## config.mk

```make
export PLATFORM = sky130hd
export DESIGN_NAME = fpga_link_arbiter
export DESIGN_NICKNAME = d
export VERILOG_FILES = /design/src/rtl/fpga_link_arbiter.sv
export SDC_FILE = /design/constraint.sdc
export NUM_CORES = 1
export LEC_CHECK = 0
export CORE_ASPECT_RATIO = 1.75
export CORE_UTILIZATION = 24
export DETAILED_ROUTE_END_ITERATION = 12
export SYNTH_ARGS = -nofsm -noshare
export SYNTH_HDL_FRONTEND = slang
export SYNTH_SLANG_ARGS = --single-unit
```

## constraint.sdc

```tcl
create_clock -name clock -period 2.05 [get_ports clock]
set_clock_uncertainty 0.15 [all_clocks]
set_input_delay 0.41 -clock clock [delete_from_list [all_inputs] [get_ports clock]]
set_output_delay 0.41 -clock clock [all_outputs]
set_load 0.01 [all_outputs]
```

## src/rtl/fpga_link_arbiter.sv

```systemverilog
// Round-robin TX arbiter and one-entry RX holding register for a single fpga_protocol link.
// Grant and link_start follow an idle-cycle request by one clock; RX holds the byte until rx_ready, then acks the link.
module fpga_link_arbiter #(
  parameter int NUM_REQ      = 4,
  parameter int DATA_WIDTH   = 8,
  parameter int START_CYCLES = 2,
  parameter int PROC_CYCLES  = 2,
  parameter int TIMEOUT      = 255
) (
  input  logic                          clock,
  input  logic                          reset,
  input  logic [NUM_REQ-1:0]            req,
  input  logic [NUM_REQ*DATA_WIDTH-1:0] req_data,
  output logic [NUM_REQ-1:0]            grant,
  output logic [NUM_REQ-1:0]            done,
  output logic                          tx_err,
  output logic [DATA_WIDTH-1:0]         link_data_in,
  output logic                          link_start,
  input  logic                          link_busy,
  input  logic [DATA_WIDTH-1:0]         link_data_out,
  input  logic                          link_received,
  output logic                          link_processed,
  output logic [DATA_WIDTH-1:0]         rx_data,
  output logic                          rx_valid,
  input  logic                          rx_ready
);

  localparam int IW = (NUM_REQ > 1) ? $clog2(NUM_REQ) : 1;
  localparam logic [IW-1:0] LAST_REQ   = IW'(NUM_REQ - 1);
  localparam logic [7:0]    START_LAST = 8'(START_CYCLES - 1);
  localparam logic [7:0]    PROC_LAST  = 8'(PROC_CYCLES - 1);
  localparam logic [7:0]    TO_LAST    = 8'(TIMEOUT - 1);

  typedef enum logic [1:0] {T_IDLE, T_START, T_WAIT_HI, T_WAIT_LO} tx_state_t;
  typedef enum logic [1:0] {R_IDLE, R_HOLD, R_ACK, R_WAIT_LO} rx_state_t;

  tx_state_t tx_state, tx_next;
  rx_state_t rx_state, rx_next;

  logic [7:0]            tx_cnt, tx_cnt_next;
  logic [7:0]            rx_cnt, rx_cnt_next;
  logic [IW-1:0]         cur, cur_next;
  logic [IW-1:0]         rr_ptr, rr_next, ptr_after;
  logic [IW-1:0]         pick;
  logic                  found;
  int                    arb_idx;
  logic [DATA_WIDTH-1:0] data_next, rx_data_next;
  logic [NUM_REQ-1:0]    done_next;
  logic                  err_next;

  // First requester at or after rr_ptr, wrapping modulo NUM_REQ.
  always_comb begin
    found   = 1'b0;
    pick    = rr_ptr;
    arb_idx = 0;
    for (int k = 0; k < NUM_REQ; k++) begin
      arb_idx = int'(rr_ptr) + k;
      if (arb_idx >= NUM_REQ) arb_idx = arb_idx - NUM_REQ;
      if (!found && req[IW'(arb_idx)]) begin
        found = 1'b1;
        pick  = IW'(arb_idx);
      end
    end
  end

  assign ptr_after = (cur == LAST_REQ) ? '0 : cur + 1'b1;

  always_comb begin
    tx_next     = tx_state;
    tx_cnt_next = tx_cnt;
    cur_next    = cur;
    rr_next     = rr_ptr;
    data_next   = link_data_in;
    done_next   = '0;
    err_next    = 1'b0;
    grant       = '0;
    link_start  = 1'b0;
    case (tx_state)
      T_IDLE: begin
        if (found) begin
          cur_next    = pick;
          data_next   = req_data[pick*DATA_WIDTH +: DATA_WIDTH];
          tx_cnt_next = '0;
          tx_next     = T_START;
        end
      end
      T_START: begin
        link_start = 1'b1;
        if (tx_cnt == '0) grant[cur] = 1'b1;
        if (tx_cnt == START_LAST) begin
          tx_cnt_next = '0;
          tx_next     = T_WAIT_HI;
        end else begin
          tx_cnt_next = tx_cnt + 8'd1;
        end
      end
      T_WAIT_HI: begin
        // tx_err lands TIMEOUT cycles after entry, i.e. after TIMEOUT low samples of busy.
        if (link_busy) begin
          tx_next = T_WAIT_LO;
        end else if (tx_cnt == TO_LAST) begin
          err_next = 1'b1;
          rr_next  = ptr_after;
          tx_next  = T_IDLE;
        end else begin
          tx_cnt_next = tx_cnt + 8'd1;
        end
      end
      T_WAIT_LO: begin
        if (!link_busy) begin
          done_next[cur] = 1'b1;
          rr_next        = ptr_after;
          tx_next        = T_IDLE;
        end
      end
      default: tx_next = T_IDLE;
    endcase
  end

  always_comb begin
    rx_next        = rx_state;
    rx_cnt_next    = rx_cnt;
    rx_data_next   = rx_data;
    rx_valid       = 1'b0;
    link_processed = 1'b0;
    case (rx_state)
      R_IDLE: begin
        if (link_received) begin
          rx_data_next = link_data_out;
          rx_next      = R_HOLD;
        end
      end
      R_HOLD: begin
        rx_valid = 1'b1;
        if (rx_ready) begin
          rx_cnt_next = '0;
          rx_next     = R_ACK;
        end
      end
      R_ACK: begin
        link_processed = 1'b1;
        if (rx_cnt == PROC_LAST) rx_next = R_WAIT_LO;
        else rx_cnt_next = rx_cnt + 8'd1;
      end
      R_WAIT_LO: begin
        // Received must drop before another capture, so one pulse yields one byte.
        if (!link_received) rx_next = R_IDLE;
      end
      default: rx_next = R_IDLE;
    endcase
  end

  always_ff @(posedge clock or negedge reset) begin
    if (!reset) begin
      tx_state     <= T_IDLE;
      rx_state     <= R_IDLE;
      tx_cnt       <= '0;
      rx_cnt       <= '0;
      cur          <= '0;
      rr_ptr       <= '0;
      link_data_in <= '0;
      rx_data      <= '0;
      done         <= '0;
      tx_err       <= 1'b0;
    end else begin
      tx_state     <= tx_next;
      rx_state     <= rx_next;
      tx_cnt       <= tx_cnt_next;
      rx_cnt       <= rx_cnt_next;
      cur          <= cur_next;
      rr_ptr       <= rr_next;
      link_data_in <= data_next;
      rx_data      <= rx_data_next;
      done         <= done_next;
      tx_err       <= err_next;
    end
  end

endmodule

```

## Yosys cells after proc, flatten, opt, wreduce, memory -nomap -nowiden

Cells that the tools add are included.

| operators by class | value |
|---|---|
| $lt $le $gt $ge | 10 |
| div/mod/pow operators | 0 |
| mux-type cells | 60 |
| add/subtract/negate cells | 10 |
| shifts and indexed selects | 1 |
| eq/ne operators | 22 |
| bitwise gates (word level) | 0 |
| multipliers | 0 |
| reduce and logical (&&, ||, !) cells | 20 |

Operators by type and width:

| operator | number |
|---|---|
| $mux W8 | 6 |
| $mux W2 | 21 |
| $shiftx A32 B6 Y8 | 1 |
| $pmux W8 S3 | 1 |
| $ne A2 B2 Y1 const B | 11 |
| $mux W1 | 19 |
| $add A8 B1 Y8 const B | 2 |
| $eq A8 B1 Y1 const B | 2 |
| $lt A2 B4 Y1 const B | 4 |
| $mux W4 | 4 |
| $pmux W2 S4 | 2 |
| $pmux W8 S2 | 1 |
| $reduce_and A4 Y1 | 4 |
| $eq A2 B2 Y1 const B | 5 |
| $ge A3 B3 Y1 const B | 3 |
| $bmux W1 S2 | 4 |
| $eq A8 B8 Y1 const B | 1 |
| $logic_not A8 Y1 | 1 |
| $sub A2 B1 Y2 const B | 4 |
| $add A2 B2 Y3 const B | 2 |
| $eq A2 B1 Y1 const B | 2 |
| $logic_and A1 B1 Y1 | 4 |
| $logic_not A2 Y1 | 2 |
| $pmux W2 S2 | 1 |
| other kinds (12) | 16 |

| storage, ports and cells | value |
|---|---|
| latch bits | 0 |
| memories kept | 0 |
| logic and storage cells | 133 |
| memory bits (read-only) | 0 |
| output and inout bits | 28 |
| register bits after elaboration | 45 |
| bits in writable memories | 0 |

## Depth between registers and ports, before layout

Gate-level depths: netlist of the first run.

| logic depth | value |
|---|---|
| depth in word-level cells | 17 |
| mapped depth | 8 |

## Worst setup path after synthesis of the first run

Ideal clock, no wire load.

| timing | value |
|---|---|
| path type | register to register |
| start | register tx_cnt[0] |
| end | register tx_cnt[3] |
| data required time | 1805 ps |
| arrival time | 1847 ps |
| buffers on the path | 1 |
| library setup time | 95 ps |
| stages on the path, launching flop included | 8 |
| slack | -42 ps |
| cell sequence | dfrtp_1 -> inv_1 -> ha_1 -> a41o_1 -> a211o_4 -> or2_1 -> buf_6 -> o31ai_1 |

| between the ends | value |
|---|---|
| longest elaborated chain between the ends | 4 |
| elaborated cells between the ends (all ways) | 9 |

RTL lines:

| item | RTL line | source |
|---|---|---|
| start: declaration | 40 | `logic [7:0] tx_cnt, tx_cnt_next;` |
| start signal: assignment | 168 | `tx_cnt <= tx_cnt_next;` |
| $add A8 B1 Y8 | 94, 106 |  |
| $mux W8 | 101 | `end else if (tx_cnt == TO_LAST) begin` |
| $mux W8 | 99 | `if (link_busy) begin` |
| $pmux W8 S3 | 78 | `case (tx_state)` |

Several ways; a longest one is shown, not always the timed one. The select of a mux whose other input is x is not followed.
A chain may end at the register's enable or synchronous reset.

## Worst setup path in the final report of the first run

| timing | value |
|---|---|
| start | register tx_cnt[6] |
| end | register tx_cnt[5] |

| between the ends | value |
|---|---|
| longest elaborated chain between the ends | 3 |
| elaborated cells between the ends (all ways) | 6 |

RTL lines:

| item | RTL line |
|---|---|
| $eq A8 B1 Y1 / $eq A8 B8 Y1 (equally long branches) | 90, 101 |
| $mux W8 / $ne A2 B2 Y1 (equally long branches) | -- |
| $pmux W8 S3 / $reduce_and A4 Y1 (equally long branches) | -- |

Several ways; a longest one is shown, not always the timed one.

==> impl_metrics.py, run 1 <==
metrics = {
    "floorplanning": {
        "pin_count": 77,
        "fp.dieArea_mm2": 0.0113,
        "rows": 50,
        "die_x_um": 81.0,
        "start_util_pct": 24.6,
        "core_area_mm2": 0.0106,
        "die_y_um": 140,
    },
    "clock_network": {
        "clock_sinks": 45,
        "cts-root-buf": "clkbuf_16",
        "cts_tree": "yes",
        "insertion_delay_ps": 290,
        "h-tree-depth": 2,
        "cts_buffers": 5,
        "clockBufferDepth": 2,
        "clkTransAtPathRegs_ps": 70,
    },
    "timing": {
        "fmaxAchievable_mhz": 478,
        "tns_ps": -140,
        "slew_violations": 0,
        "period_share_pct": 102,
        "finalWorstSetupSlack_ps": -43.7,
        "hold_viol": 0,
        "rsz0062_at_grt": "true",
        "fin_crit_ps": 2090,
        "setup_viol": 6,
        "tightest_slew_ps": 370,
        "slew_headroom_pct": 75.0,
    },
    "placement": {
        "dpl-instance-area_mm2": 0.00379,
        "detailed_place_hpwl_um": 5410,
        "port_buffers": 76,
        "gp_congestion": 0.755,
        "pre_cts_slack_ps": -276,
    },
    "global_route": {
        "overflow": 0,
        "grt_pass1_vias": 2452,
        "antenna_found_initial": 0,
        "grt_max_degree": 46,
        "grt.total_usage_pct": 12.7,
        "grt_pass1_wl_um": 11100,
    },
    "routing": {
        "wirelength_um": 6910,
        "via_count": 2354,
        "viasPerCell": 4.71,
        "wire_per_inst_um": 13.8,
        "drt-initial-drc-count": 63,
        "dr.pass1.iters": 5,
        "drc": 0,
        "postRouteAntennaNets": 0,
    },
    "setup_path": {
        "cp_top_family": "compound AO/OA/AOI/OAI gates",
        "crit_path_end_kind": "flop",
        "startpoint_type": "flop",
        "slowest_delay_ps": 400,
        "critical_path_required_ps": 2100,
        "critPathMaxFanout": 7,
        "slowest_stage": "dfrtp_1",
        "cp_num_buf_inv": 1,
        "cp_cell_sequence": "buf_4 -> and4_4 -> a41o_1 -> a211o_4 -> or2_4 -> o31ai_1",
        "crit_type": "reg2reg",
        "cp.arrival_ps": 2150,
    },
    "power_and_ir_drop": {
        "p_int_mw": 3.14,
        "power_mw": 4.97,
        "combPwrFrac_pct": 52.6,
        "p_seq_share_pct": 27.9,
        "powerDensity_mw_per_mm2": 1210,
        "ir_worst_vdd_mv": 0.607,
        "leakage_nw": 1.84,
        "clockPowerShare_pct": 19.5,
        "switching_share_pct": 36.8,
        "p_sw_mw": 1.83,
    },
    "layout": {
        "multi_input_area_mm2": 0.00153,
        "drive_gt1_share_pct": 22.7,
        "syn_to_final_growth_pct": 56.4,
        "num_antenna_cells": 0,
        "layout_commonest_cell": "clkdlybuf4s50_1",
        "final_cell_area_mm2": 0.00410,
        "nFillCells": 1092,
        "final_util_pct": 38.5,
        "layout_common_cells": "clkdlybuf4s50_1 (68), dfrtp_1 (44), buf_4 (32), nand2_1 (25), mux2i_1 (19)",
        "regArea_mm2": 0.00113,
        "final_nets": 439,
    },
    "synthesis": {
        "synth_nets": 328,
        "synth_top_cell_by_area": "dfrtp_1",
        "syn_inst": 258,
        "synth_top_area_share_pct": 43.0,
        "synth_area_per_cell_um2": 10.2,
        "ys_types": 39,
        "synth_warnings": 0,
        "ys_seq_area_share_pct": 43.0,
        "synth-seq-cells": 45,
        "syn_area_mm2": 0.00262,
        "synth_area_leaders": "dfrtp_1 (43%), ha_1 (10%), mux2i_1 (7.3%)",
    },
    "job": {
        "max_cap_viol_count": 0,
    },
    "status": {
        "status": "finished, violations left",
        "violations": "negative setup slack",
    },
    "min_path": {
        "holdCritPathClass": "reg2reg",
    },
}
-- synth_stat cells --
master and count:
o21ai_1 3, o31ai_1 10, a21oi_1 5, o221ai_1 9, o22ai_1 1, buf_6 1
o21ai_0 14, dfrtp_1 45, and3_1 3, a21o_1 3, a41oi_1 1, nor3_1 1
nand3_1 11, and4_1 1, nand2b_1 6, and4_4 1, a221o_1 1, mux2_2 10
nor4_1 2, o32a_1 1, and2_1 10, clkbuf_1 4, mux2i_1 19, or2_1 1
xor2_1 3, a41o_1 2, nor2b_1 6, nand4_1 1, a211o_4 1, buf_2 2
nor4b_1 1, a2111o_1 1, or2_2 2, ha_1 21, inv_1 14, nor2_1 13
a31oi_1 2, buf_1 1, nand2_1 25
-- tightest hold or removal path: cells and delay by family (launching register included) --
kind / cells / cell delay, ps
AOI/OAI and AO/OA: 1 / 60
DFF: 1 / 340
and+or+nand+nor: 1 / 50
-- per-stage QoR --
step | hold slack [ps] | std cells
global route | 366 | 500
global placement | 266 | 491
finish | 341 | 500
CTS | 348 | 501
floorplan | -35.6 | 258
detailed placement | 262 | 491
-- layout make-up --
type | count | share of cell area [%]
clock buffer | 6 | 3.39
clock inverter | 2 | 0.917
inverter | 14 | 1.28
multi-input combinational | 191 | 37.4
sequential | 45 | 27.5
tap | 130 | 3.97
timing repair buffer | 112 | 25.5
-- worst paths after layout --
path                                 start         endpoint  slack, ps  depth (start not counted)
setup / recovery                 tx_cnt[6]        tx_cnt[5]        -40                          6
max in group asynchronous            reset      rx_state[0]       1040                          3
min in group asynchronous            reset        rx_cnt[2]        480                          3
hold reg to reg            link_data_in[6]  link_data_in[6]        340                          2
hold / removal             link_data_in[6]  link_data_in[6]        340                          2
setup reg to reg                 tx_cnt[6]        tx_cnt[5]        -40                          6
-- what timing repair did --
item / 4_1_cts / 5_1_grt
setup buffers: 1 / 0
resized for setup: 30 / 25
pin swaps: 5 / 8
gates cloned: 0 / 0
setup endpoints to repair: 13 / 20
hold buffers: 1 / 0
endpoints found under the hold margin: 45 / 0
-- per-layer routing --
metal | track usage [%] | routed length, µm
met2 | 25.5 | 4000
met1 | 11.5 | 2460
met3 | 2.08 | 287
met5 | 0 | 0
met4 | 5.83 | 168
-- power by group through the flow --
stage | registers, mW | logic [mW] | clock network [mW]
final | 1.38 | 2.61 | 0.967
after global routing | 1.43 | 2.88 | 1.02
after CTS | 1.39 | 2.54 | 0.995
after detailed placement | 1.39 | 2.52 | 0
after global placement | 1.38 | 2.47 | 0
after floorplan | 1.45 | 1.29 | 0
-- sequential cells by signal (all words and copies together) (netlist names) --
| name | flops |
|---|---|
| rx_cnt | 8 |
| done | 4 |
| tx_err | 1 |
| tx_cnt | 8 |
| link_data_in | 8 |
| rx_data | 8 |
| cur | 2 |
| rr_ptr | 2 |
| tx_state | 2 |
| rx_state | 2 |
-- cell families (layout without fill, tap and decap cells) --
family          after synthesis  after routing  synth area share, %
mux                          29             29                 11.6
flops                        45             45                 43.0
simple gates                 84             84                 16.2
xor+xnor                      3              3                 1.00
compound gates               54             54                 14.6
buf+inv                      22            134                 3.54
fa+ha+maj                    21             21                 10.0
(Power assumes the default switching activity.)
==> run 2: changes to the inputs <==
CORE_ASPECT_RATIO = 0.8   (was 1.75)
==> run 2 against run 1 <==
Compared with the run above:
- the flow still finishes with violations (negative setup slack)
- power decreased by 0.85%
- final cell count increased by 3.6%
- largest power group unchanged
- critical path type is now reg2out
- combinational power increased by 5%
- worst setup slack got worse by 69 ps
- clock power decreased by 18%
- non-clock buffer count increased by 8
- clock-buffer cell count decreased by 1
- cell area increased by 2.4%
- first-iteration DRC count increased by 29%
- via count decreased by 0.68%
==> impl_metrics.py, run 2 (synthesis results as in run 1) <==
metrics = {
    "status": {
        "status": "finished, violations left",
        "violations": "negative setup slack",
    },
    "timing": {
        "tns_ps": -421,
        "tightest_slew_ps": 371,
        "finalWorstSetupSlack_ps": -113,
        "slew_violations": 0,
        "period_share_pct": 106,
        "rsz0062_at_grt": "true",
        "fin_crit_ps": 2160,
        "slew_headroom_pct": 74.9,
        "hold_viol": 0,
        "fmaxAchievable_mhz": 462,
        "setup_viol": 4,
        "hold-worst-slack_ps": 340,
    },
    "layout": {
        "final_util_pct": 40.1,
        "layout_common_cells": "clkdlybuf4s50_1 (68), dfrtp_1 (44), buf_4 (35), nand2_1 (25), mux2i_1 (19)",
        "final_nets": 447,
        "final_cell_area_mm2": 0.00419,
        "num_antenna_cells": 0,
        "layout_commonest_cell": "clkdlybuf4s50_1",
        "syn_to_final_growth_pct": 60.1,
        "drive_gt1_share_pct": 25.4,
        "fin_cells": 518,
    },
    "global_route": {
        "overflow": 0,
        "grt_pass1_vias": 2350,
        "grt.total_usage_pct": 12.7,
        "antenna_found_initial": 0,
        "grt_pass1_wl_um": 11300,
        "grt_max_degree": 46,
    },
    "power_and_ir_drop": {
        "leakage_nw": 1.87,
        "p_seq_share_pct": 28.2,
        "combPwrFrac_pct": 55.7,
        "p_int_mw": 3.11,
        "ir_worst_vdd_mv": 0.463,
        "clockPowerShare_pct": 16.1,
        "p_sw_mw": 1.81,
        "powerDensity_mw_per_mm2": 1170,
        "power_mw": 4.92,
        "switching_share_pct": 36.8,
    },
    "placement": {
        "port_buffers": 76,
        "dpl.cell_count": 503,
        "pre_cts_slack_ps": -285,
        "gp_congestion": 0.816,
        "detailed_place_hpwl_um": 5050,
        "dpl-instance-area_mm2": 0.00382,
    },
    "setup_path": {
        "cp_cell_sequence": "nor4_2 -> buf_4 -> and4_4 -> and2_4 -> buf_6",
        "cp_num_buf_inv": 2,
        "critical_path_required_ps": 1490,
        "slowest_delay_ps": 390,
        "slowest_stage": "dfrtp_1",
        "cp.arrival_ps": 1600,
        "crit_path_end_kind": "output pin",
        "startpoint_type": "flop",
        "cp_top_family": "simple AND/OR/NAND/NOR gates",
        "crit_path_start": "tx_cnt[7]",
        "cp.depth": 5,
        "rr_startpoint": "tx_cnt[1]",
        "reg2regPathDepth": 6,
        "critPathMaxFanout": 4,
        "crit_type": "reg2out",
    },
    "routing": {
        "viasPerCell": 4.51,
        "postRouteAntennaNets": 0,
        "highest_layer": "met4",
        "drc": 0,
        "wirelength_um": 6850,
        "wl_met1_um": 3350,
        "dr.pass1.iters": 4,
        "wl_met2_um": 3180,
        "drt-initial-drc-count": 81,
        "dr_wl_met3_um": 284,
        "wire_per_inst_um": 13.2,
        "via_count": 2338,
    },
    "floorplanning": {
        "rows": 33,
        "die_x_um": 119,
        "core_area_mm2": 0.0104,
        "fp.dieArea_mm2": 0.0113,
        "start_util_pct": 25.1,
        "pin_count": 77,
        "die_y_um": 95.4,
    },
    "min_path": {
        "hold_start": "link_data_in[6]",
        "hold_depth": 2,
        "holdCritPathClass": "reg2reg",
    },
    "clock_network": {
        "clock_sinks": 45,
        "clkTransAtPathRegs_ps": 60,
        "h-tree-depth": 2,
        "clockBufferDepth": 2,
        "cts_buffers": 5,
        "insertion_delay_ps": 290,
        "cts_tree": "yes",
        "cts-root-buf": "clkbuf_16",
    },
    "job": {
        "max_cap_viol_count": 0,
    },
}
==> run 2: timing repair <==
action                     CTS  global route
hold endpoints to repair    45             0
pin swaps                   11             7
gates cloned                 0             1
setup endpoints to repair   12            22
hold buffers                 1             0
gates resized for setup     43            23
buffers inserted            11             1
==> run 2: final cells by class <==
type / count / area, µm²
Clock inverter: 3 / 17.5
Sequential cell: 45 / 1130
Multi-Input combinational cell: 191 / 1540
Clock buffer: 5 / 125
Tap cell: 140 / 175
Timing Repair Buffer: 120 / 1150
Inverter: 14 / 52.6
Fill cell: 1036 / 6250
==> run 2: worst min-delay path, cell delays in order, from the launching register on <==
cell,delay [ps]
dfrtp_1,340
nand2_1,50
o221ai_1,60
==> run 2: worst paths after layout <==
kind	endpoint	slack, ps
setup / recovery	grant[3]	-110
hold / removal	link_data_in[6]	340
setup reg to reg	tx_cnt[5]	40
hold reg to reg	link_data_in[6]	340
max in group asynchronous	rx_state[0]	1030
min in group asynchronous	tx_cnt[1]	480
==> run 2: power by group through the flow <==
stage | Sequential, mW | Combinational [mW] | Clock, mW
2_1_floorplan | 1.45 | 1.29 | 0
3_5_place_dp | 1.39 | 2.52 | 0
3_3_place_gp | 1.38 | 2.46 | 0
4_1_cts | 1.39 | 2.63 | 0.827
6_report | 1.39 | 2.74 | 0.793
5_1_grt | 1.43 | 3.04 | 0.869
==> run 2: layer usage <==
metal  vias to the layer above  GRT usage (%)
met5                         -              0
met4                         0           3.80
met3                         2           3.29
met2                        49           20.2
met1                      1128           16.9
li1                       1159              -
